--- config.mk ---
export PLATFORM = sky130hd
export DESIGN_NAME = lab_ms_sv4_alu
export DESIGN_NICKNAME = d
export VERILOG_FILES = /design/src/rtl/lab_MS_SV4_pack.sv /design/src/rtl/lab_ms_sv4_alu.sv
export SDC_FILE = /design/constraint.sdc
export NUM_CORES = 1
export LEC_CHECK = 0
export ABC_AREA = 1
export ABC_CLOCK_PERIOD_IN_PS = 800
export BUFFER_PORTS_ARGS = -buffer_cell sky130_fd_sc_hd__buf_2
export CORE_MARGIN = 8
export CORE_UTILIZATION = 60
export CTS_BUF_LIST = sky130_fd_sc_hd__clkbuf_4
export DETAILED_ROUTE_END_ITERATION = 8
export GPL_ROUTABILITY_DRIVEN = 0
export PLACE_DENSITY = 0.75
export SETUP_SLACK_MARGIN = 0.02
export SYNTH_ARGS = -nofsm -noshare
export SYNTH_HDL_FRONTEND = slang
export SYNTH_SLANG_ARGS = --single-unit
export TNS_END_PERCENT = 100
--- constraint.sdc ---
create_clock -name clk -period 0.8 [get_ports clk]
set_clock_uncertainty 0.2 [all_clocks]
set_input_delay 0.16 -clock clk [delete_from_list [all_inputs] [get_ports clk]]
set_output_delay 0.16 -clock clk [all_outputs]
set_load 0.05 [all_outputs]
--- src/rtl/lab_MS_SV4_pack.sv ---
`default_nettype none
// ============================================================================
// Module   : lab_MS_SV4_pack
// Purpose  : Shared types for the registered signed ALU and its bench.
//            data_t  - signed 8-bit operand
//            data_y  - signed 16-bit result
//            opc_t   - 3-bit opcode enum (ADD..SRA)
//            INST_t  - packed instruction {opc, op_a, op_b}, 19 bits
// Revision : 1.0 - initial release
// ============================================================================
package lab_MS_SV4_pack;

  typedef logic signed [7:0]  data_t;
  typedef logic signed [15:0] data_y;

  typedef enum logic [2:0] {
    ADD = 3'd0,
    SUB = 3'd1,
    MUL = 3'd2,
    DIV = 3'd3,
    AND = 3'd4,
    OR  = 3'd5,
    XOR = 3'd6,
    SRA = 3'd7
  } opc_t;

  // opc sits in bits [18:16], op_a in [15:8], op_b in [7:0].
  typedef struct packed {
    opc_t  opc;
    data_t op_a;
    data_t op_b;
  } INST_t;

endpackage
`default_nettype wire

--- src/rtl/lab_ms_sv4_alu.sv ---
`default_nettype none
// ============================================================================
// Module   : lab_ms_sv4_alu
// Purpose  : Registered 8-opcode signed ALU. One instruction is sampled on
//            every rising clock edge; its 16-bit signed result appears on
//            ALU_out from that edge on (one cycle of latency, no stall).
// Ports    : clk      in   system clock, rising edge
//            rst_n    in   asynchronous reset, active-low (clears ALU_out)
//            INST     in   INST_t {opc, op_a, op_b}
//            ALU_out  out  registered signed 16-bit result
// Revision : 1.0 - initial release
// ============================================================================
module lab_ms_sv4_alu
  import lab_MS_SV4_pack::*;
(
  input  logic  clk,
  input  logic  rst_n,
  input  INST_t INST,
  output data_y ALU_out
);

  data_y w_a_ext;
  data_y w_b_ext;
  data_t w_narrow;
  data_y w_result;
  data_y r_alu_out;

  always_comb begin
    // Arithmetic ops work on 16-bit sign-extended operands so that none of
    // them can overflow; -128 / -1 = +128 is representable at this width.
    w_a_ext  = {{8{INST.op_a[7]}}, INST.op_a};
    w_b_ext  = {{8{INST.op_b[7]}}, INST.op_b};
    w_narrow = '0;
    w_result = '0;

    case (INST.opc)
      ADD: w_result = w_a_ext + w_b_ext;
      SUB: w_result = w_a_ext - w_b_ext;
      MUL: w_result = w_a_ext * w_b_ext;
      DIV: begin
        // Divide by zero is defined to yield 0; '/' truncates toward zero.
        if (INST.op_b == '0) begin
          w_result = '0;
        end else begin
          w_result = w_a_ext / w_b_ext;
        end
      end
      AND: begin
        w_narrow = INST.op_a & INST.op_b;
        w_result = {{8{w_narrow[7]}}, w_narrow};
      end
      OR: begin
        w_narrow = INST.op_a | INST.op_b;
        w_result = {{8{w_narrow[7]}}, w_narrow};
      end
      XOR: begin
        w_narrow = INST.op_a ^ INST.op_b;
        w_result = {{8{w_narrow[7]}}, w_narrow};
      end
      SRA: begin
        // Only the low three bits of op_b form the shift amount.
        w_narrow = INST.op_a >>> INST.op_b[2:0];
        w_result = {{8{w_narrow[7]}}, w_narrow};
      end
      // Reached only by X/unknown opcodes in four-state simulation.
      default: w_result = '0;
    endcase
  end

  always_ff @(posedge clk or negedge rst_n) begin
    if (!rst_n) begin
      r_alu_out <= '0;
    end else begin
      r_alu_out <= w_result;
    end
  end

  assign ALU_out = r_alu_out;

endmodule
`default_nettype wire

==> flow_summary_export.csv, run 1 <==
group,metric,value,unit
status,status,"did not finish",
status,lastStage,"4_1_cts",
status,tool.error,"[ERROR DPL-0038] Utilization greater than 100%, impossible to legalize",
floorplanning,num_io_pins,37,
placed_design,hpwl,36.0,mm
synth,synth_ff_type,"dfrtp_1",
floorplanning,die_w,154,um
synth,yosys.area.top_type,"ha_1",
synth,synth-edff-count,0,
clock_network,cts_sinks,16,
clock_network,postCtsHoldBufs,1,
synth,synth_cells,1748,
clock_network,numCtsBuffers,3,
clock_network,root_buffer,"clkbuf_4",
synth,synth_area,11500,sq um
clock_network,cts.htree.levels,1,
clock_network,clk_path_buf_depth,2,
placed_design,place_area,16600,sq um
synth,synthTopCellsByArea,"ha_1, nand2_1, fa_1, inv_1, nand3_1",
synth,yosysMostFrequentCell,"nand2_1",
clock_network,cts_setup_buffers,185,
placed_design,io_buffers,36,
synth,ys_seq_area_frac,0.0350,
floorplanning,rows,50,
synth,yosysWarnings,0,
synth,synth_cell_types,68,
synth,synthArstFlopShare,1.00,
synth,synth_top_area_frac,0.211,
synth,synthTopCellsByCount,"nand2_1, inv_1, ha_1, nand3_1, nor2_1",
floorplanning,initial_utilization,0.612,
clock_network,cts_resized,241,
synth,synth_area_per_cell,6.55,sq um
synth,ys_ff_latch,16,
floorplanning,fp.dieH,154,um
==> per-stage QoR <==
step,worst slack [ns],util,std cells
floorplan,-20.76,-,1790
global placement,-21.47,0.890,2589
detailed placement,-23.31,0.890,2589
==> kinds of logic after synthesis <==
logic type,Yosys count,share of synthesized area
AO/OA/AOI/OAI,257,0.142
flip-flops,16,0.0350
AND/OR/NAND/NOR,807,0.337
XOR/XNOR,67,0.0512
multiplexers,1,0.000874
other,2,0.000656
adder cells (fa/ha/maj),250,0.310
buffers and inverters,348,0.123
==> inputs of run 2 (changes only) <==
--- a/config.mk
+++ b/config.mk
@@ -9,12 +9,10 @@
 export ABC_CLOCK_PERIOD_IN_PS = 800
 export BUFFER_PORTS_ARGS = -buffer_cell sky130_fd_sc_hd__buf_2
 export CORE_MARGIN = 8
-export CORE_UTILIZATION = 60
-export CTS_BUF_LIST = sky130_fd_sc_hd__clkbuf_4
+export CORE_UTILIZATION = 40
 export DETAILED_ROUTE_END_ITERATION = 8
 export GPL_ROUTABILITY_DRIVEN = 0
-export PLACE_DENSITY = 0.75
-export SETUP_SLACK_MARGIN = 0.02
+export PLACE_DENSITY_LB_ADDON = 0.15
 export SYNTH_ARGS = -nofsm -noshare
 export SYNTH_HDL_FRONTEND = slang
 export SYNTH_SLANG_ARGS = --single-unit
==> run 2 against run 1 <==
The flow now finishes, with violations (setup timing). Synthesized cell count unchanged. Area after synthesis did not move.
==> flow_summary_export.csv, run 2 <==
group,metric,value,unit
synth,ys_seq_area_frac,0.0350,
detailed_routing,routed_wl,47.4,mm
status,status,"finished, violations left",
detailed_routing,drt-initial-drc-count,823,
global_routing,grt_pass1_vias,15121,
layout,design_area,20500,sq um
synth,synthArstFlopShare,1.00,
clock_network,root_buffer,"clkbuf_16",
hold_path,hold_path.class,"input pin to async pin",
flow_run,drv_cap,0,
worst_setup_path,path_class,"input pin to flop",
clock_network,path_clk_slew,0.06,ns
synth,synth_area_per_cell,6.55,sq um
layout,layout.cells.non_filler,2984,
layout,final_common_cell,"buf_4",
detailed_routing,via_per_inst,5.05,
detailed_routing,dr.pass1.iters,5,
sta,relSlewSlack,0.617,
synth,synth_cells,1748,
synth,synth_ff_type,"dfrtp_1",
synth,yosysWarnings,0,
sta,hold_ws,0.171,ns
floorplanning,die_w,185,um
floorplanning,coreArea,28500,sq um
clock_network,cts_sinks,16,
placed_design,hpwl,32.4,mm
sta,setup_viol_count_final,32,
layout,drive_above_1_share,0.522,
synth,synthTopCellsByCount,"nand2_1, inv_1, ha_1, nand3_1, nor2_1",
placed_design,placed_cells,2757,
synth,synth_top_area_frac,0.211,
synth,synth_cell_types,68,
placed_design,place_area,16900,sq um
sta,finalCritPeriodShare,28.7,
clock_network,clk_path_buf_depth,2,
floorplanning,initial_utilization,0.402,
status,violations,"setup timing",
global_routing,grt_overflow_total,0,
clock_network,cts.htree.levels,1,
layout,area_growth,79.0,%
sta,min_period,22.99,ns
layout,largest_reg_flops,16,
global_routing,grt_max_degree,18,
synth,synthTopCellsByArea,"ha_1, nand2_1, fa_1, inv_1, nand3_1",
global_routing,grt_use_total,0.252,
synth,yosys.area.top_type,"ha_1",
floorplanning,num_io_pins,37,
clock_network,numCtsBuffers,3,
sta,drv_slew,0,
worst_setup_path,critical_path.startpoint,"INST[0]",
synth,yosysMostFrequentCell,"nand2_1",
sta,fin_tns_setup,-358.01,ns
sta,fin_ws,-22.19,ns
detailed_routing,via_count,15068,
worst_setup_path,crit_top_cell,"nand2_2",
detailed_routing,final_antenna_net_count,0,
worst_setup_path,max_stage_delay,0.38,ns
worst_setup_path,cp-start-kind,"input pin",
worst_setup_path,slowest_stage,"a21boi_0",
detailed_routing,wl_per_cell,15.9,um
worst_setup_path,end_kind,"flop",
worst_setup_path,crit_required,0.72,ns
synth,ys_ff_latch,16,
worst_setup_path,crit_fanout,10,
layout,layout_common_cells,"buf_4, nand2_1, inv_1, ha_1, nand2_2",
global_routing,grt_pass1_wl,71.2,mm
layout,antenna_cells,0,
sta,rsz0062_at_grt,"true",
sta,worstMarginPinSlew,0.571,ns
detailed_routing,drc,0,
worst_setup_path,worstPathArrival,22.91,ns
floorplanning,fp.dieH,185,um
sta,hold_viol,0,
floorplanning,rows,62,
layout,layout.nets,2872,
floorplanning,die-area,34300,sq um
placed_design,io_buffers,36,
sta,max_freq,43.5,MHz
clock_network,tritoncts,"built",
global_routing,antenna_found_initial,0,
synth,synth-edff-count,0,
synth,synth_area,11500,sq um
-- run 2: cell counts after synthesis --
Identical to the previous run, type by type.
-- run 2: stage by stage --
step,util,setup WS [ns]
after floorplan,-,-20.76
after global placement,0.595,-22.05
after detailed placement,0.595,-22.66
after CTS,0.669,-21.24
after global routing,0.720,-23.29
final,0.720,-22.19
-- run 2: worst max path at each step --
stage,end,cells after the start
2_1_floorplan,ALU_out[4]$_DFF_PN0_,205
3_3_place_gp,ALU_out[4]$_DFF_PN0_,194
3_5_place_dp,ALU_out[4]$_DFF_PN0_,193
4_1_cts,ALU_out[12]$_DFF_PN0_,201
5_1_grt,ALU_out[4]$_DFF_PN0_,184
6_report,ALU_out[12]$_DFF_PN0_,198
-- run 2: per-layer routing --
metal | track usage | part of all wire
met5 | 0 | 0
met4 | 0.0909 | 0.056
met3 | 0.0306 | 0.058
met2 | 0.447 | 0.48
met1 | 0.309 | 0.41
-- run 2: cell families (layout without fill, tap and decap cells) --
| kind of cell | Yosys count | after routing | share of synthesized area |
|---|---|---|---|
| simple gates | 807 | 807 | 0.337 |
| compound gates | 257 | 257 | 0.142 |
| mux | 1 | 1 | 0.000874 |
| other cells | 2 | 44 | 0.000656 |
| fa+ha+maj | 250 | 250 | 0.310 |
| buf+inv | 348 | 1158 | 0.123 |
| xor+xnor | 67 | 67 | 0.0512 |
| flops | 16 | 16 | 0.0350 |
-- run 2: layout make-up --
type | instances | area (sq um)
Clock buffer | 4 | 88.8
Inverter | 315 | 1280
Fill cell | 2191 | 7970
Multi-Input combinational cell | 1426 | 11800
Timing Repair inverter | 1 | 8.76
Tap cell | 384 | 480
Sequential cell | 16 | 419
Timing Repair Buffer | 838 | 6450
-- run 2: worst max-delay path: cells and delay by family --
kind	cells	cell delay, ns
AOI/OAI and AO/OA	33	5.04
adders and majority gates	17	4.48
and+or+nand+nor	106	9.12
buffers and inverters	42	3.98
-- run 2: what timing repair did --
item                       4_1_cts  5_1_grt
buffers inserted               170       53
setup endpoints to repair       32       32
cloned                           1        0
resized for setup              164      228
hold endpoints to repair        16        0
pin swaps                      135      225
hold buffers                     1        0
Power of run 2 is left out: the tool's default activity adds up to more than one toggle a clock period on the data nets, which glitch-free logic cannot reach.
==> inputs of run 3 (changes only) <==
--- a/config.mk
+++ b/config.mk
@@ -6,7 +6,7 @@
 export NUM_CORES = 1
 export LEC_CHECK = 0
 export ABC_AREA = 1
-export ABC_CLOCK_PERIOD_IN_PS = 800
+export ABC_CLOCK_PERIOD_IN_PS = 24400
 export BUFFER_PORTS_ARGS = -buffer_cell sky130_fd_sc_hd__buf_2
 export CORE_MARGIN = 8
 export CORE_UTILIZATION = 40
==> constraint.sdc (replaced) <==
create_clock -name clk -period 24.4 [get_ports clk]
set_clock_uncertainty 0.2 [all_clocks]
set_input_delay 4.88 -clock clk [delete_from_list [all_inputs] [get_ports clk]]
set_output_delay 4.88 -clock clk [all_outputs]
set_load 0.05 [all_outputs]
==> run 3 against run 2 <==
The flow still finishes with violations (setup timing). Sequential cell count did not move. Sequential share of layout area rose by 0.079 points. First-iteration DRC count fell by 9.2%. Count of clock-buffer cells in the layout did not move. Via count fell by 7.7%. Cell area fell by 8.0%. Setup slack improved by 20 ns. Worst hold slack improved by 4.2 ns. Highest routed layer unchanged.
==> flow_summary_export.csv, run 3 (synthesis results as in run 2) <==
group,metric,value,unit
worst_setup_path,path_class,"input pin to flop",
floorplanning,die_w,185,um
sta,fin_ws,-2.68,ns
global_routing,grt_pass1_wl,65.8,mm
detailed_routing,drc,0,
global_routing,antenna_found_initial,0,
floorplanning,num_io_pins,37,
layout,design_area,18900,sq um
detailed_routing,drt-initial-drc-count,747,
floorplanning,coreArea,28500,sq um
layout,area_growth,64.6,%
placed_design,place_area,15700,sq um
sta,hold_ws,4.35,ns
clock_network,root_buffer,"clkbuf_16",
sta,max_freq,36.9,MHz
clock_network,cts_sinks,16,
detailed_routing,via_per_inst,4.95,
sta,drv_slew,0,
sta,worstMarginPinSlew,0.886,ns
floorplanning,die-area,34300,sq um
global_routing,grt_max_degree,25,
worst_setup_path,crit_fanout,8,
detailed_routing,final_antenna_net_count,0,
sta,hold_viol,0,
worst_setup_path,slowest_stage,"a2111o_1",
clock_network,postCtsHoldBufs,0,
status,violations,"setup timing",
sta,min_period,27.08,ns
worst_setup_path,worstPathArrival,26.96,ns
layout,largest_reg_flops,16,
detailed_routing,via_count,13907,
sta,finalCritPeriodShare,1.11,
worst_setup_path,crit_required,24.29,ns
worst_setup_path,max_stage_delay,0.37,ns
layout,antenna_cells,0,
floorplanning,initial_utilization,0.402,
global_routing,grt_overflow_total,0,
clock_network,clk_path_buf_depth,2,
detailed_routing,routed_wl,41.3,mm
sta,fin_tns_setup,-39.62,ns
placed_design,io_buffers,36,
clock_network,cts.htree.levels,1,
layout,final_common_cell,"buf_4",
status,status,"finished, violations left",
layout,layout.nets,2698,
layout,layout_common_cells,"buf_4, nand2_1, inv_1, ha_1, nand2_2",
sta,relSlewSlack,0.404,
worst_setup_path,cp-start-kind,"input pin",
flow_run,drv_cap,0,
floorplanning,fp.dieH,185,um
sta,setup_viol_count_final,16,
floorplanning,rows,62,
clock_network,numCtsBuffers,3,
layout,drive_above_1_share,0.465,
sta,rsz0062_at_grt,"true",
placed_design,hpwl,30.3,mm
hold_path,hold_path.class,"input pin to async pin",
global_routing,grt_use_total,0.233,
worst_setup_path,end_kind,"flop",
detailed_routing,wl_per_cell,14.7,um
global_routing,grt_pass1_vias,13706,
detailed_routing,dr.pass1.iters,5,
clock_network,tritoncts,"built",
worst_setup_path,crit_top_cell,"nand2_2",
clock_network,path_clk_slew,0.06,ns
run 3: cell count changes in the layout (fill, tap and decap cells not counted), sizes merged:
cell / before / now
dlygate4sd3: 1 / 0
clkinv: 6 / 4
buf: 837 / 664
inv: 310 / 312
run 3: worst max-delay path by stage:
stage | to | from | slack (ns)
2_1_floorplan | ALU_out[4]$_DFF_PN0_ | INST[0] | -1.88
3_3_place_gp | ALU_out[4]$_DFF_PN0_ | INST[0] | -2.88
3_5_place_dp | ALU_out[4]$_DFF_PN0_ | INST[0] | -3.52
4_1_cts | ALU_out[14]$_DFF_PN0_ | INST[0] | -2.08
5_1_grt | ALU_out[4]$_DFF_PN0_ | INST[0] | -4.10
6_report | ALU_out[14]$_DFF_PN0_ | INST[0] | -2.68
run 3: worst max-delay path: cells and delay by family:
| family | cells | cell delay, ns |
|---|---|---|
| simple gates | 113 | 9.51 |
| buf+inv | 43 | 3.57 |
| xor+xnor | 3 | 0.41 |
| compound gates | 33 | 4.60 |
| fa+ha+maj | 16 | 3.90 |
run 3: layout make-up:
cell class | count | area [sq um]
multi-input combinational | 1426 | 11600
fill | 2418 | 9610
timing repair buffer | 664 | 5020
inverter | 315 | 1270
tap | 384 | 480
sequential | 16 | 400
clock buffer | 4 | 88.8
timing repair inverter | 1 | 8.76
run 3: metal layers:
metal / vias up / GRT usage / wire length (um) / part of all wire
met5: - / 0 / 0 / 0
met4: 0 / 0.0560 / 1200 / 0.029
met3: 96 / 0.0226 / 1740 / 0.042
met2: 315 / 0.420 / 20400 / 0.49
met1: 6478 / 0.294 / 18000 / 0.43
li1: 7018 / - / - / -
run 3: repair_timing:
action | CTS | global route
resized for setup | 156 | 162
pin swaps | 132 | 204
setup endpoints to repair | 16 | 16
buffers inserted | 158 | 55
gates cloned | 1 | 0
run 3: metrics by stage:
step | setup WS [ns] | instances | util
global placement | -2.88 | 2594 | 0.551
finish | -2.68 | 2810 | 0.662
detailed placement | -3.52 | 2594 | 0.551
CTS | -2.08 | 2756 | 0.622
global route | -4.10 | 2810 | 0.662
floorplan | -1.88 | 1790 | -
Power of run 3 is left out for the same reason.
